===== src/rtl/eth_mac_tx_framer.sv =====
// ---------------------------------------------------------------------------
// eth_mac_tx_framer
//
// Transmit-side frame encapsulator for the tri-mode MAC. It takes user frames
// (DA..payload, no FCS) on an AXIS slave and emits the following on an AXIS
// master toward the RGMII transmitter:
//   - 7 x 0x55 preamble and a 0xD5 SFD,
//   - the user data,
//   - zero padding up to C_MIN_LEN bytes,
//   - the 4-byte CRC-32 FCS, least significant byte first,
//   - then the inter-frame gap, counted in consumed byte slots.
// Line rate is set downstream: the RGMII side pulses tready once per byte time.
//
// Optional feature: define TX_FRAME_STATS_EN to add the tx_frame_cnt and
// tx_underrun_cnt statistics outputs.
//
// Ports:
//   tx_mac_aclk          in   clock
//   tx_mac_reset         in   synchronous, active-high reset
//   tx_axis_mac_tdata    in   [7:0] user frame byte
//   tx_axis_mac_tvalid   in   user byte valid
//   tx_axis_mac_tlast    in   last user byte of frame
//   tx_axis_mac_tready   out  block accepts user byte (combinational)
//   tx_axis_rgmii_tdata  out  [7:0] encapsulated byte (registered)
//   tx_axis_rgmii_tvalid out  byte valid (registered); low marks end of frame
//   tx_axis_rgmii_tready in   RGMII TX consumes the byte
//   tx_underrun          out  one-cycle pulse when the user stream starves
//   tx_frame_cnt         out  [31:0] completed frames      (TX_FRAME_STATS_EN)
//   tx_underrun_cnt      out  [15:0] underrun events       (TX_FRAME_STATS_EN)
// ---------------------------------------------------------------------------
`default_nettype none

module eth_mac_tx_framer #(
    parameter int C_IFG     = 96,
    parameter int C_MIN_LEN = 60
) (
    input  logic       tx_mac_aclk,
    input  logic       tx_mac_reset,
    input  logic [7:0] tx_axis_mac_tdata,
    input  logic       tx_axis_mac_tvalid,
    input  logic       tx_axis_mac_tlast,
    output logic       tx_axis_mac_tready,
    output logic [7:0] tx_axis_rgmii_tdata,
    output logic       tx_axis_rgmii_tvalid,
    input  logic       tx_axis_rgmii_tready,
    output logic       tx_underrun
`ifdef TX_FRAME_STATS_EN
    ,
    output logic [31:0] tx_frame_cnt,
    output logic [15:0] tx_underrun_cnt
`endif
);

    typedef enum logic [2:0] {
        S_IDLE, S_PRE, S_SFD, S_DATA, S_PAD, S_FCS, S_IFG
    } state_t;

    localparam logic [7:0]  IFG_SLOTS = 8'(C_IFG / 8);
    localparam logic [11:0] MIN_LEN   = 12'(C_MIN_LEN);

    // Reflected CRC-32 (poly 0xEDB88320), one byte per call.
    function automatic logic [31:0] crc32_byte(input logic [31:0] crc_in,
                                               input logic [7:0]  data_in);
        logic [31:0] c;
        c = crc_in ^ {24'h000000, data_in};
        for (int i = 0; i < 8; i++) begin
            c = c[0] ? ((c >> 1) ^ 32'hEDB88320) : (c >> 1);
        end
        return c;
    endfunction

    state_t      state;
    logic [2:0]  pre_cnt;
    logic [10:0] byte_cnt;
    logic [31:0] crc;
    logic [1:0]  fcs_idx;
    logic [7:0]  ifg_cnt;
    logic        drain;

    logic        adv;
    logic        slot;
    logic        ifg_done;
    logic        drain_after;
    logic [10:0] cnt_next;
    logic [11:0] cnt_plus1;
    logic [7:0]  fcs_byte;
    logic [31:0] crc_inv;

    // The output register may load whenever it is empty or being consumed.
    assign adv  = !tx_axis_rgmii_tvalid || tx_axis_rgmii_tready;
    // A gap slot is a byte time in which the line sees no valid data.
    assign slot = tx_axis_rgmii_tready && !tx_axis_rgmii_tvalid;

    // During the post-underrun drain the rest of the user frame is swallowed.
    assign tx_axis_mac_tready = adv && ((state == S_DATA) || ((state == S_IFG) && drain));

    // Derived counts, gap completion and FCS byte selection.
    always_comb begin
        cnt_next    = (byte_cnt == 11'h7FF) ? byte_cnt : (byte_cnt + 11'd1);
        cnt_plus1   = {1'b0, byte_cnt} + 12'd1;
        ifg_done    = (ifg_cnt >= IFG_SLOTS) || (slot && ((ifg_cnt + 8'd1) >= IFG_SLOTS));
        drain_after = drain && !(tx_axis_mac_tvalid && tx_axis_mac_tlast);
        crc_inv     = ~crc;
        case (fcs_idx)
            2'd0:    fcs_byte = crc_inv[7:0];
            2'd1:    fcs_byte = crc_inv[15:8];
            2'd2:    fcs_byte = crc_inv[23:16];
            2'd3:    fcs_byte = crc_inv[31:24];
            default: fcs_byte = 8'h00;
        endcase
    end

    // Framing FSM with registered output byte, CRC, counters and statistics.
    always_ff @(posedge tx_mac_aclk) begin
        if (tx_mac_reset) begin
            state                <= S_IDLE;
            tx_axis_rgmii_tdata  <= 8'h00;
            tx_axis_rgmii_tvalid <= 1'b0;
            tx_underrun          <= 1'b0;
            pre_cnt              <= 3'd0;
            byte_cnt             <= 11'd0;
            crc                  <= 32'hFFFFFFFF;
            fcs_idx              <= 2'd0;
            ifg_cnt              <= 8'd0;
            drain                <= 1'b0;
`ifdef TX_FRAME_STATS_EN
            tx_frame_cnt         <= 32'd0;
            tx_underrun_cnt      <= 16'd0;
`endif
        end else begin
            tx_underrun <= 1'b0;
            if (adv) begin
                case (state)
                    S_IDLE: begin
                        tx_axis_rgmii_tvalid <= 1'b0;
                        if (tx_axis_mac_tvalid) begin
                            state   <= S_PRE;
                            pre_cnt <= 3'd0;
                        end
                    end
                    S_PRE: begin
                        tx_axis_rgmii_tdata  <= 8'h55;
                        tx_axis_rgmii_tvalid <= 1'b1;
                        pre_cnt              <= pre_cnt + 3'd1;
                        if (pre_cnt == 3'd6) begin
                            state <= S_SFD;
                        end
                    end
                    S_SFD: begin
                        tx_axis_rgmii_tdata  <= 8'hD5;
                        tx_axis_rgmii_tvalid <= 1'b1;
                        crc                  <= 32'hFFFFFFFF;
                        byte_cnt             <= 11'd0;
                        state                <= S_DATA;
                    end
                    S_DATA: begin
                        if (tx_axis_mac_tvalid) begin
                            tx_axis_rgmii_tdata  <= tx_axis_mac_tdata;
                            tx_axis_rgmii_tvalid <= 1'b1;
                            crc                  <= crc32_byte(crc, tx_axis_mac_tdata);
                            byte_cnt             <= cnt_next;
                            fcs_idx              <= 2'd0;
                            if (tx_axis_mac_tlast) begin
                                state <= (cnt_plus1 < MIN_LEN) ? S_PAD : S_FCS;
                            end
                        end else begin
                            // Starved mid-frame: cut the frame, no FCS.
                            tx_axis_rgmii_tvalid <= 1'b0;
                            tx_underrun          <= 1'b1;
                            drain                <= 1'b1;
                            ifg_cnt              <= 8'd0;
                            state                <= S_IFG;
`ifdef TX_FRAME_STATS_EN
                            tx_underrun_cnt      <= tx_underrun_cnt + 16'd1;
`endif
                        end
                    end
                    S_PAD: begin
                        tx_axis_rgmii_tdata  <= 8'h00;
                        tx_axis_rgmii_tvalid <= 1'b1;
                        crc                  <= crc32_byte(crc, 8'h00);
                        byte_cnt             <= cnt_next;
                        fcs_idx              <= 2'd0;
                        if (cnt_plus1 >= MIN_LEN) begin
                            state <= S_FCS;
                        end
                    end
                    S_FCS: begin
                        tx_axis_rgmii_tdata  <= fcs_byte;
                        tx_axis_rgmii_tvalid <= 1'b1;
                        fcs_idx              <= fcs_idx + 2'd1;
                        if (fcs_idx == 2'd3) begin
                            ifg_cnt <= 8'd0;
                            state   <= S_IFG;
`ifdef TX_FRAME_STATS_EN
                            tx_frame_cnt <= tx_frame_cnt + 32'd1;
`endif
                        end
                    end
                    S_IFG: begin
                        tx_axis_rgmii_tvalid <= 1'b0;
                        drain                <= drain_after;
                        if (slot && (ifg_cnt < IFG_SLOTS)) begin
                            ifg_cnt <= ifg_cnt + 8'd1;
                        end
                        if (ifg_done && !drain_after) begin
                            // A waiting frame starts its preamble right after
                            // the last gap slot so the gap is exactly C_IFG.
                            if (tx_axis_mac_tvalid && !drain) begin
                                tx_axis_rgmii_tdata  <= 8'h55;
                                tx_axis_rgmii_tvalid <= 1'b1;
                                pre_cnt              <= 3'd1;
                                state                <= S_PRE;
                            end else begin
                                state <= S_IDLE;
                            end
                        end
                    end
                    default: begin
                        tx_axis_rgmii_tvalid <= 1'b0;
                        state                <= S_IDLE;
                    end
                endcase
            end
        end
    end

endmodule

`default_nettype wire


===== config.mk =====
export PLATFORM = sky130hd
export DESIGN_NAME = eth_mac_tx_framer
export DESIGN_NICKNAME = d
export VERILOG_FILES = /design/src/rtl/eth_mac_tx_framer.sv
export SDC_FILE = /design/constraint.sdc
export NUM_CORES = 1
export LEC_CHECK = 0
export CAP_MARGIN = 25
export CORE_MARGIN = 3
export CORE_UTILIZATION = 67
export CTS_CLUSTER_SIZE = 24
export DETAILED_ROUTE_END_ITERATION = 10
export PLACE_DENSITY = 0.95
export SLEW_MARGIN = 20
export SYNTH_ARGS = -nofsm -noshare
export SYNTH_HDL_FRONTEND = slang
export SYNTH_SLANG_ARGS = --single-unit

===== constraint.sdc =====
create_clock -name tx_mac_aclk -period 3.75 [get_ports tx_mac_aclk]
set_clock_uncertainty 0.05 [all_clocks]
set_input_delay 0.5625 -clock tx_mac_aclk [delete_from_list [all_inputs] [get_ports tx_mac_aclk]]
set_output_delay 0.5625 -clock tx_mac_aclk [all_outputs]
set_load 0.05 [all_outputs]

==> results of run 1 <==
==> registers in the layout (all words and copies together), names as in the netlist <==
name and flops:
tx_underrun 1, ifg_cnt 8, crc 32, drain 1, pre_cnt 3, fcs_idx 2
byte_cnt 11, tx_axis_rgmii_tvalid 1, tx_axis_rgmii_tdata 8, state 3
==> worst max-delay path, cell delays in order, from the launching register on <==
cell and delay, ns:
dfxtp_1 0.45, nand2b_1 0.25, nor2_1 0.42, a21oi_1 0.14, nor2_1 0.10, clkdlybuf4s50_1 0.80
==> cell families after synthesis <==
family | after synthesis | synth area share [%]
xor gates and xnor gates | 120 | 22.1
DFF | 70 | 26.1
and+or+nand+nor | 208 | 18.4
adders and majority gates | 10 | 2.33
muxes | 5 | 0.934
AOI/OAI and AO/OA | 199 | 24.8
buffers and inverters | 64 | 5.25
==> final cells by class <==
| class | instances | area, um2 | area share (%) |
|---|---|---|---|
| sequential | 70 | 1400 | 24.0 |
| tap | 99 | 124 | 2.13 |
| multi-input combinational | 542 | 3680 | 63.1 |
| clock buffer | 9 | 124 | 2.13 |
| clock inverter | 7 | 97.6 | 1.67 |
| inverter | 14 | 52.6 | 0.902 |
| timing repair buffer | 39 | 350 | 6.01 |
==> stage by stage <==
stage / setup slack (ns) / area, um2 / std cells / power [W]
finish: 0.600 / 5830 / 780 / 0.00433
detailed placement: 0.698 / 5610 / 764 / 0.00351
global placement: 0.726 / 5610 / 764 / 0.00342
floorplan: 1.04 / 5360 / 676 / 0.00298
CTS: 0.634 / 5830 / 780 / 0.00423
global route: 0.470 / 5830 / 780 / 0.00452
==> worst paths after layout <==
check | depth (start not counted) | slack [ns] | end | from
setup / recovery | 5 | 0.60 | tx_axis_mac_tready | state[0]
hold / removal | 2 | 0.42 | tx_axis_rgmii_tdata[0] | tx_axis_rgmii_tdata[0]
setup reg to reg | 8 | 1.00 | tx_axis_rgmii_tdata[3] | ifg_cnt[1]
hold reg to reg | 2 | 0.42 | tx_axis_rgmii_tdata[0] | tx_axis_rgmii_tdata[0]
==> cell usage in the layout, fill, tap and decap left out, types with 14 or more instances in the layout <==
cell type        instances
nor3_1                  15
o21ai_0                 43
a21oi_1                 47
buf_4                   16
nor2_1                  64
clkdlybuf4s50_1         23
nand3_1                 15
a211oi_1                16
nor2b_1                 14
xor2_1                  35
dfxtp_1                 70
xnor2_1                 74
nand2_1                 56
inv_1                   14
==> layer usage <==
| layer | vias to the layer above | routed length (um) | GRT usage [%] |
|---|---|---|---|
| met5 | - | 0 | 0 |
| met4 | 0 | 633 | 18.2 |
| met3 | 79 | 2080 | 10.8 |
| met2 | 405 | 7580 | 58.7 |
| met1 | 2479 | 6130 | 46.8 |
| li1 | 2410 | - | - |
==> report_power, final <==
part           internal, W  switching [W]  leakage [nW]
combinational      0.00103        0.00147          1.41
sequential        0.000877       0.000242         0.569
clock             0.000377       0.000335         0.106
total              0.00228        0.00205          2.09
==> summary.txt, run 1 <==
Run status
  – Status: finished, final reports clean

Layout
  – Nets: 699
  – Layout cell share with drive strength beyond 1: 7.34%
  – Fin util: 77.9%
  – Area growth from synthesis to layout: 8.70%
  – Antenna cells: 0
  – # fillers: 525

CTS
  – Clk_lat worst skew: 0.37 ns
  – Clk sinks: 70
  – Post-CTS setup buffers: 0
  – CTS clk-pin slew, worst paths: 0.09 ns
  – Max clock buf depth: 2
  – Hold-fix buffers, CTS: 0
  – Post-CTS sizing: 0
  – CTS Buf Count: 9
  – TritonCTS clock tree: done
  – Clock root cell: clkbuf_8
  – H-tree depth: 3

GRT
  – Antenna violations before repair: 0
  – Overflow left after global routing: 0
  – Largest net degree at the start of global routing: 33
  – Vias in the first global route: 5214
  – Global Route Usage Sum: 37.4%
  – First-pass GRT wire length: 26400 um

Place
  – Final HPWL DP: 11200 um
  – Port Buffers: 23
  – Gpl congestion: 0.981

Detailed routing
  – Detail-routed via count per cell: 6.89
  – 1st-iter DRT viols: 617
  – Residual DRC: 0
  – DR vias: 5373
  – Initial DRT Pass Iterations: 8
  – Drt wl/cell: 21.1 um
  – Number of nets with antenna violations after routing: 0
  – Drt total wl: 16400 um

Synthesis
  – Top cells by count, synth: xnor2_1, dfxtp_1, nor2_1, nand2_1, a21oi_1
  – Main synth FF type: dfxtp_1
  – Syn Inst Count: 676
  – Async set-reset flop share out of synthesis: 0%
  – Top cell type's share of synthesized area: 26.1%
  – Distinct cells, synth: 65
  – EDFF count, synth: 0
  – Yosys top cell by area: dfxtp_1
  – Seq cells post-synth: 70
  – Seq/Total Area, Yosys: 26.1%
  – Synth Cell Area: 0.00536 mm2
  – Largest cells by area after synthesis: dfxtp_1, xnor2_1, xor2_1, nor2_1, a21oi_1
  – Count leader, synth: xnor2_1
  – Yosys warning total: 0
  – Mapped Nets: 699
  – Syn avg cell area: 7.93 um2

STA
  – Fin. max-slew vios: 0
  – Worst slew pin tran: 1.02 ns
  – Hold slack final: 0.416 ns
  – Final setup fails: 0
  – Setup TNS: 0 ns
  – Slew HR: 31.9%
  – RSZ-0062 raised after global routing: no
  – Hold Vio Cnt, Final: 0
  – Fin crit period: 3.15 ns
  – Fmax: 317 MHz
  – Fin crit share: 84.0%

Die
  – Total die area: 0.00911 mm2
  – Rows: 31
  – Die Y: 95.5 um
  – Initial core utilization: 71.6%
  – Core area: 0.00749 mm2
  – Die width: 95.5 um
  – Io pins: 24

Critical path
  – Crit path required time: 3.14 ns
  – Critical path class: register to output port
  – CP startpoint kind: register
  – Nature of the critical path endpoint: output port
  – CP arrival: 2.54 ns
  – Critical Path Fanout Max: 11

Hold path
  – Worst hold path class: register to register

Power
  – Max IR drop VDD: 0.417 mV
  – Power per cell area: 742 mW/mm2
  – Leak Pwr: 2.09 nW

Job
  – Max_cap viols: 0
(Power assumes the default switching activity.)
==> inputs of run 2 (changes only) <==
--- a/config.mk
+++ b/config.mk
@@ -7,10 +7,10 @@
 export LEC_CHECK = 0
 export CAP_MARGIN = 25
 export CORE_MARGIN = 3
-export CORE_UTILIZATION = 67
+export CORE_UTILIZATION = 62
 export CTS_CLUSTER_SIZE = 24
 export DETAILED_ROUTE_END_ITERATION = 10
-export PLACE_DENSITY = 0.95
+export PLACE_DENSITY = 0.91
 export SLEW_MARGIN = 20
 export SYNTH_ARGS = -nofsm -noshare
 export SYNTH_HDL_FRONTEND = slang
==> constraint.sdc (replaced) <==
create_clock -name tx_mac_aclk -period 3.2 [get_ports tx_mac_aclk]
set_clock_uncertainty 0.05 [all_clocks]
set_input_delay 0.48 -clock tx_mac_aclk [delete_from_list [all_inputs] [get_ports tx_mac_aclk]]
set_output_delay 0.48 -clock tx_mac_aclk [all_outputs]
set_load 0.05 [all_outputs]
==> summary.txt, run 2 (synthesized netlist as in run 1, its figures left out) <==
Layout
  – Post-route insts no fill: 795 (was 780)
  – Top Registers: crc (32), byte_cnt (11) (unchanged)
  – Top reg by flops: crc (unchanged)
  – Commonest non-fill, non-tap cells in the layout: xnor2_1, dfxtp_1, nor2_1 (unchanged)
  – Layout cell share with drive strength beyond 1: 8.41% (was 7.34%)
  – Fin util: 71.2% (was 77.9%)
  – Nets: 708 (was 699)
  – Commonest non-fill, non-tap cell in the layout: xnor2_1 (unchanged)
  – Max FFs per register: 32 (unchanged)
  – Layout Cell Area excl Fill: 0.00591 mm2 (was 0.00583 mm2)
  – Antenna cells: 0 (unchanged)
  – Area growth from synthesis to layout: 10.2% (was 8.70%)

STA
  – Final setup fails: 0 (unchanged)
  – Worst slew pin tran: 0.804 ns (was 1.02 ns)
  – Setup TNS: 0 ns (unchanged)
  – RSZ-0062 raised after global routing: no (unchanged)
  – Setup ws final: 0.224 ns (was 0.600 ns)
  – Fin crit share: 93.0%
  – Fmax: 336 MHz
  – Fin crit period: 2.98 ns
  – Slew HR: 45.0% (was 31.9%)
  – Hold Vio Cnt, Final: 0 (unchanged)
  – Fin. max-slew vios: 0 (unchanged)

GRT
  – Overflow left after global routing: 0 (unchanged)
  – Antenna violations before repair: 0 (unchanged)
  – First-pass GRT wire length: 25700 um (was 26400 um)
  – Vias in the first global route: 5201 (was 5214)
  – Global Route Usage Sum: 32.5% (was 37.4%)
  – Largest net degree at the start of global routing: 32 (was 33)

Die
  – Total die area: 0.00980 mm2 (was 0.00911 mm2)
  – Rows: 33 (was 31)
  – Io pins: 24 (unchanged)
  – Die width: 99.0 um (was 95.5 um)
  – Die Y: 99.0 um (was 95.5 um)
  – Core area: 0.00830 mm2 (was 0.00749 mm2)
  – Initial core utilization: 64.6% (was 71.6%)

Detailed routing
  – DR vias: 5332 (was 5373)
  – Detail-routed via count per cell: 6.71 (was 6.89)
  – Residual DRC: 0 (unchanged)
  – Number of nets with antenna violations after routing: 0 (unchanged)
  – Drt wl/cell: 20.1 um (was 21.1 um)
  – 1st-iter DRT viols: 509 (was 617)
  – Initial DRT Pass Iterations: 5 (was 8)
  – Drt total wl: 16000 um (was 16400 um)

Place
  – Gpl congestion: 0.999 (was 0.981)
  – Placed Cells: 779 (was 764)
  – Post-DP Area: 0.00569 mm2 (was 0.00561 mm2)
  – Port Buffers: 23 (unchanged)
  – Worst slack at placement: 0.110 ns (was 0.698 ns)
  – Final HPWL DP: 10900 um (was 11200 um)

Power
  – Sequential power share: 25.9% (about the same)
  – Leak Pwr: 2.13 nW (was 2.09 nW)
  – Max IR drop VDD: 0.391 mV (was 0.417 mV)
  – Clock power share: 16.2% (was 16.5%)
  – Power per cell area: 853 mW/mm2 (was 742 mW/mm2)
  – Int Power: 0.00272 W (was 0.00228 W)
  – Share of total power in combinational logic: 57.9% (was 57.7%)
  – Sw power: 0.00232 W (was 0.00205 W)
  – Sw frac: 46.1% (was 47.3%)

Run status
  – Status: finished, final reports clean (unchanged)

Critical path
  – Critical Path Fanout Max: 16 (was 11)
  – CP startpoint kind: register (unchanged)
  – R2R depth: 6 (was 8)
  – CP arrival: 2.45 ns (was 2.54 ns)
  – Crit path required time: 2.67 ns (was 3.14 ns)
  – Critical path class: register to output port (unchanged)
  – Nature of the critical path endpoint: output port (unchanged)

Job
  – Max_cap viols: 0 (unchanged)

CTS
  – TritonCTS clock tree: done (unchanged)
  – H-tree depth: 3 (unchanged)
  – Clk sinks: 70 (unchanged)
  – CTS Buf Count: 9 (unchanged)
  – Post-CTS sizing: 0 (unchanged)
  – Clk_lat worst skew: 0.36 ns (was 0.37 ns)
  – Hold-fix buffers, CTS: 0 (unchanged)
  – CTS clk-pin slew, worst paths: 0.08 ns (was 0.09 ns)
  – Max clock buf depth: 2 (unchanged)
  – Post-CTS setup buffers: 0 (unchanged)
  – Clock root cell: clkbuf_8 (unchanged)

Hold path
  – Worst hold path class: register to register (unchanged)
  – WHS Path Cells: 2 (unchanged)
## run 2: power by group through the flow
stage / logic, W / registers [W] / clock network (W)
4_1_cts: 0.00286 / 0.00129 / 0.000812
5_1_grt: 0.00312 / 0.00132 / 0.000848
3_3_place_gp: 0.00275 / 0.00130 / 0
6_report: 0.00292 / 0.00130 / 0.000815
2_1_floorplan: 0.00224 / 0.00126 / 0
3_5_place_dp: 0.00283 / 0.00131 / 0
## run 2: metal layers
| layer | track usage, % | wire [um] |
|---|---|---|
| met1 | 38.6 | 6000 |
| met2 | 53.6 | 7630 |
| met3 | 6.23 | 1470 |
| met4 | 20.7 | 855 |
| met5 | 0 | 0 |
## run 2: final cells by class
| class | count | area (um2) |
|---|---|---|
| inverter | 14 | 52.6 |
| timing repair buffer | 48 | 428 |
| fill | 644 | 2390 |
| multi-input combinational | 542 | 3680 |
| clock inverter | 5 | 83.8 |
| tap | 105 | 131 |
| sequential | 70 | 1400 |
| clock buffer | 11 | 131 |
## run 2: per-stage QoR
stage                     hold slack [ns]  power [W]
after global routing                0.436    0.00529
after CTS                           0.411    0.00496
after floorplan                     0.415    0.00350
after global placement              0.388    0.00404
after detailed placement            0.401    0.00414
final                               0.413    0.00504
## run 2: worst paths after layout
path | start | to | slack, ns
worst min-delay path | tx_axis_rgmii_tdata[4] | tx_axis_rgmii_tdata[4] | 0.41
worst max-delay path | state[2] | tx_axis_mac_tready | 0.22
worst max register to register | crc[4] | crc[28] | 0.23
worst min register to register | tx_axis_rgmii_tdata[4] | tx_axis_rgmii_tdata[4] | 0.41
## run 2: worst max-delay path, cell delays in order (launching register included)
cell,delay [ns]
dfxtp_1,0.70
inv_1,0.35
nor2_1,0.53
a21oi_1,0.14
nor2_1,0.20
buf_12,0.17
==> inputs of run 3 (changes only) <==
--- a/config.mk
+++ b/config.mk
@@ -10,7 +10,7 @@
 export CORE_UTILIZATION = 62
 export CTS_CLUSTER_SIZE = 24
 export DETAILED_ROUTE_END_ITERATION = 10
-export PLACE_DENSITY = 0.91
+export PLACE_DENSITY = 0.81
 export SLEW_MARGIN = 20
 export SYNTH_ARGS = -nofsm -noshare
 export SYNTH_HDL_FRONTEND = slang
==> summary.txt, run 3 (synthesized netlist as in run 1, its figures left out) <==
Place
  – Gpl congestion: 0.935 (was 0.999)
  – Placed Cells: 784 (was 779)
  – Final HPWL DP: 11000 um (was 10900 um)
  – Port Buffers: 23 (unchanged)

Layout
  – Top reg by flops: crc (unchanged)
  – Max FFs per register: 32 (unchanged)
  – Post-route insts no fill: 800 (was 795)
  – Nets: 713 (was 708)
  – Commonest non-fill, non-tap cells in the layout: xnor2_1, dfxtp_1, nor2_1 (unchanged)
  – Antenna cells: 0 (unchanged)
  – Top Registers: crc (32), byte_cnt (11) (unchanged)
  – Commonest non-fill, non-tap cell in the layout: xnor2_1 (unchanged)
  – Area growth from synthesis to layout: 10.6% (was 10.2%)
  – Layout cell share with drive strength beyond 1: 9.21% (was 8.41%)
  – Fin util: 71.4% (was 71.2%)

Detailed routing
  – Initial DRT Pass Iterations: 5 (unchanged)
  – Drt wl/cell: 19.7 um (was 20.1 um)
  – Residual DRC: 0 (unchanged)
  – Detail-routed via count per cell: 6.58 (was 6.71)
  – 1st-iter DRT viols: 522 (was 509)
  – DR vias: 5267 (was 5332)
  – Number of nets with antenna violations after routing: 0 (unchanged)
  – Drt total wl: 15800 um (was 16000 um)

STA
  – RSZ-0062 raised after global routing: no (unchanged)
  – Final setup fails: 0 (unchanged)
  – Fin. max-slew vios: 0 (unchanged)
  – Hold Vio Cnt, Final: 0 (unchanged)
  – Slew HR: 46.1% (was 45.0%)
  – Fmax: 372 MHz (was 336 MHz)
  – Worst slew pin tran: 0.798 ns (was 0.804 ns)
  – Fin crit share: 84.0% (was 93.0%)
  – Setup TNS: 0 ns (unchanged)
  – Fin crit period: 2.69 ns (was 2.98 ns)

Power
  – Tot Pwr: 0.00500 W (was 0.00504 W)
  – Max IR drop VDD: 0.351 mV (was 0.391 mV)
  – Power per cell area: 844 mW/mm2 (was 853 mW/mm2)
  – Leak Pwr: 2.16 nW (was 2.13 nW)

GRT
  – Antenna violations before repair: 0 (unchanged)
  – Largest net degree at the start of global routing: 39 (was 32)
  – Overflow left after global routing: 0 (unchanged)
  – Global Route Usage Sum: 32.7% (was 32.5%)
  – Vias in the first global route: 5161 (was 5201)
  – First-pass GRT wire length: 25900 um (was 25700 um)

CTS
  – H-tree depth: 3 (unchanged)
  – Post-CTS setup buffers: 0 (unchanged)
  – Post-CTS sizing: 0 (unchanged)
  – Hold-fix buffers, CTS: 0 (unchanged)
  – Clk sinks: 70 (unchanged)
  – Clk_lat worst skew: 0.36 ns (about the same)
  – Clock root cell: clkbuf_8 (unchanged)
  – CTS clk-pin slew, worst paths: 0.08 ns (about the same)
  – Max clock buf depth: 2 (unchanged)
  – CTS Buf Count: 9 (unchanged)
  – TritonCTS clock tree: done (unchanged)

Critical path
  – Critical Path Fanout Max: 21 (was 16)
  – Critical path class: register to output port (unchanged)
  – Crit path required time: 2.67 ns (about the same)
  – CP arrival: 2.16 ns (was 2.45 ns)
  – Nature of the critical path endpoint: output port (unchanged)
  – CP startpoint kind: register (unchanged)

Die
  – Io pins: 24 (unchanged)
  – Initial core utilization: 64.6% (unchanged)
  – Die Y: 99.0 um (unchanged)
  – Total die area: 0.00980 mm2 (unchanged)
  – Core area: 0.00830 mm2 (unchanged)
  – Die width: 99.0 um (unchanged)
  – Rows: 33 (unchanged)

Job
  – Max_cap viols: 0 (unchanged)

Hold path
  – Worst hold path class: register to register (unchanged)

Run status
  – Status: finished, final reports clean (unchanged)
-- run 3: path summary, 6_finish.rpt --
kind	startpoint	endpoint	slack, ns	depth (start not counted)
worst max register to register	ifg_cnt[1]	tx_axis_rgmii_tdata[3]	0.52	8
worst min register to register	tx_axis_rgmii_tdata[0]	tx_axis_rgmii_tdata[0]	0.41	2
worst min-delay path	tx_axis_rgmii_tdata[0]	tx_axis_rgmii_tdata[0]	0.41	2
worst max-delay path	state[0]	tx_axis_mac_tready	0.51	5
-- run 3: critical path: stages (launching register included) --
cell and delay, ns:
dfxtp_1 0.54, nand2b_1 0.29, nor2_1 0.46, a21oi_1 0.14, nor2_1 0.20, buf_12 0.17
-- run 3: metal layers --
metal	global-route usage, %	wire [um]	share of wire (%)
met5	0	0	0
met2	52.0	7240	46
met1	40.8	6250	40
met4	20.1	867	5.5
met3	6.09	1410	9.0
-- run 3: cell type report --
cell class / instances / area [um2]
Multi-Input combinational cell: 542 / 3680
Fill cell: 702 / 2370
Sequential cell: 70 / 1400
Timing Repair Buffer: 53 / 465
Clock buffer: 11 / 141
Tap cell: 105 / 131
Clock inverter: 5 / 57.6
Inverter: 14 / 52.6
-- run 3: through the flow --
stage                     hold slack, ns  cell area (um2)  worst slack [ns]
final                              0.405             5930             0.512
after global routing               0.440             5930             0.331
after CTS                          0.409             5930             0.533
after detailed placement           0.397             5730             0.298
after global placement             0.389             5730             0.324
after floorplan                    0.415             5360             0.573
-- run 3: power breakdown --
part | internal, W | total (W) | switching, W
logic | 0.00127 | 0.00296 | 0.00169
registers | 0.00103 | 0.00129 | 0.000261
clock network | 0.000383 | 0.000755 | 0.000371
total | 0.00269 | 0.00500 | 0.00232
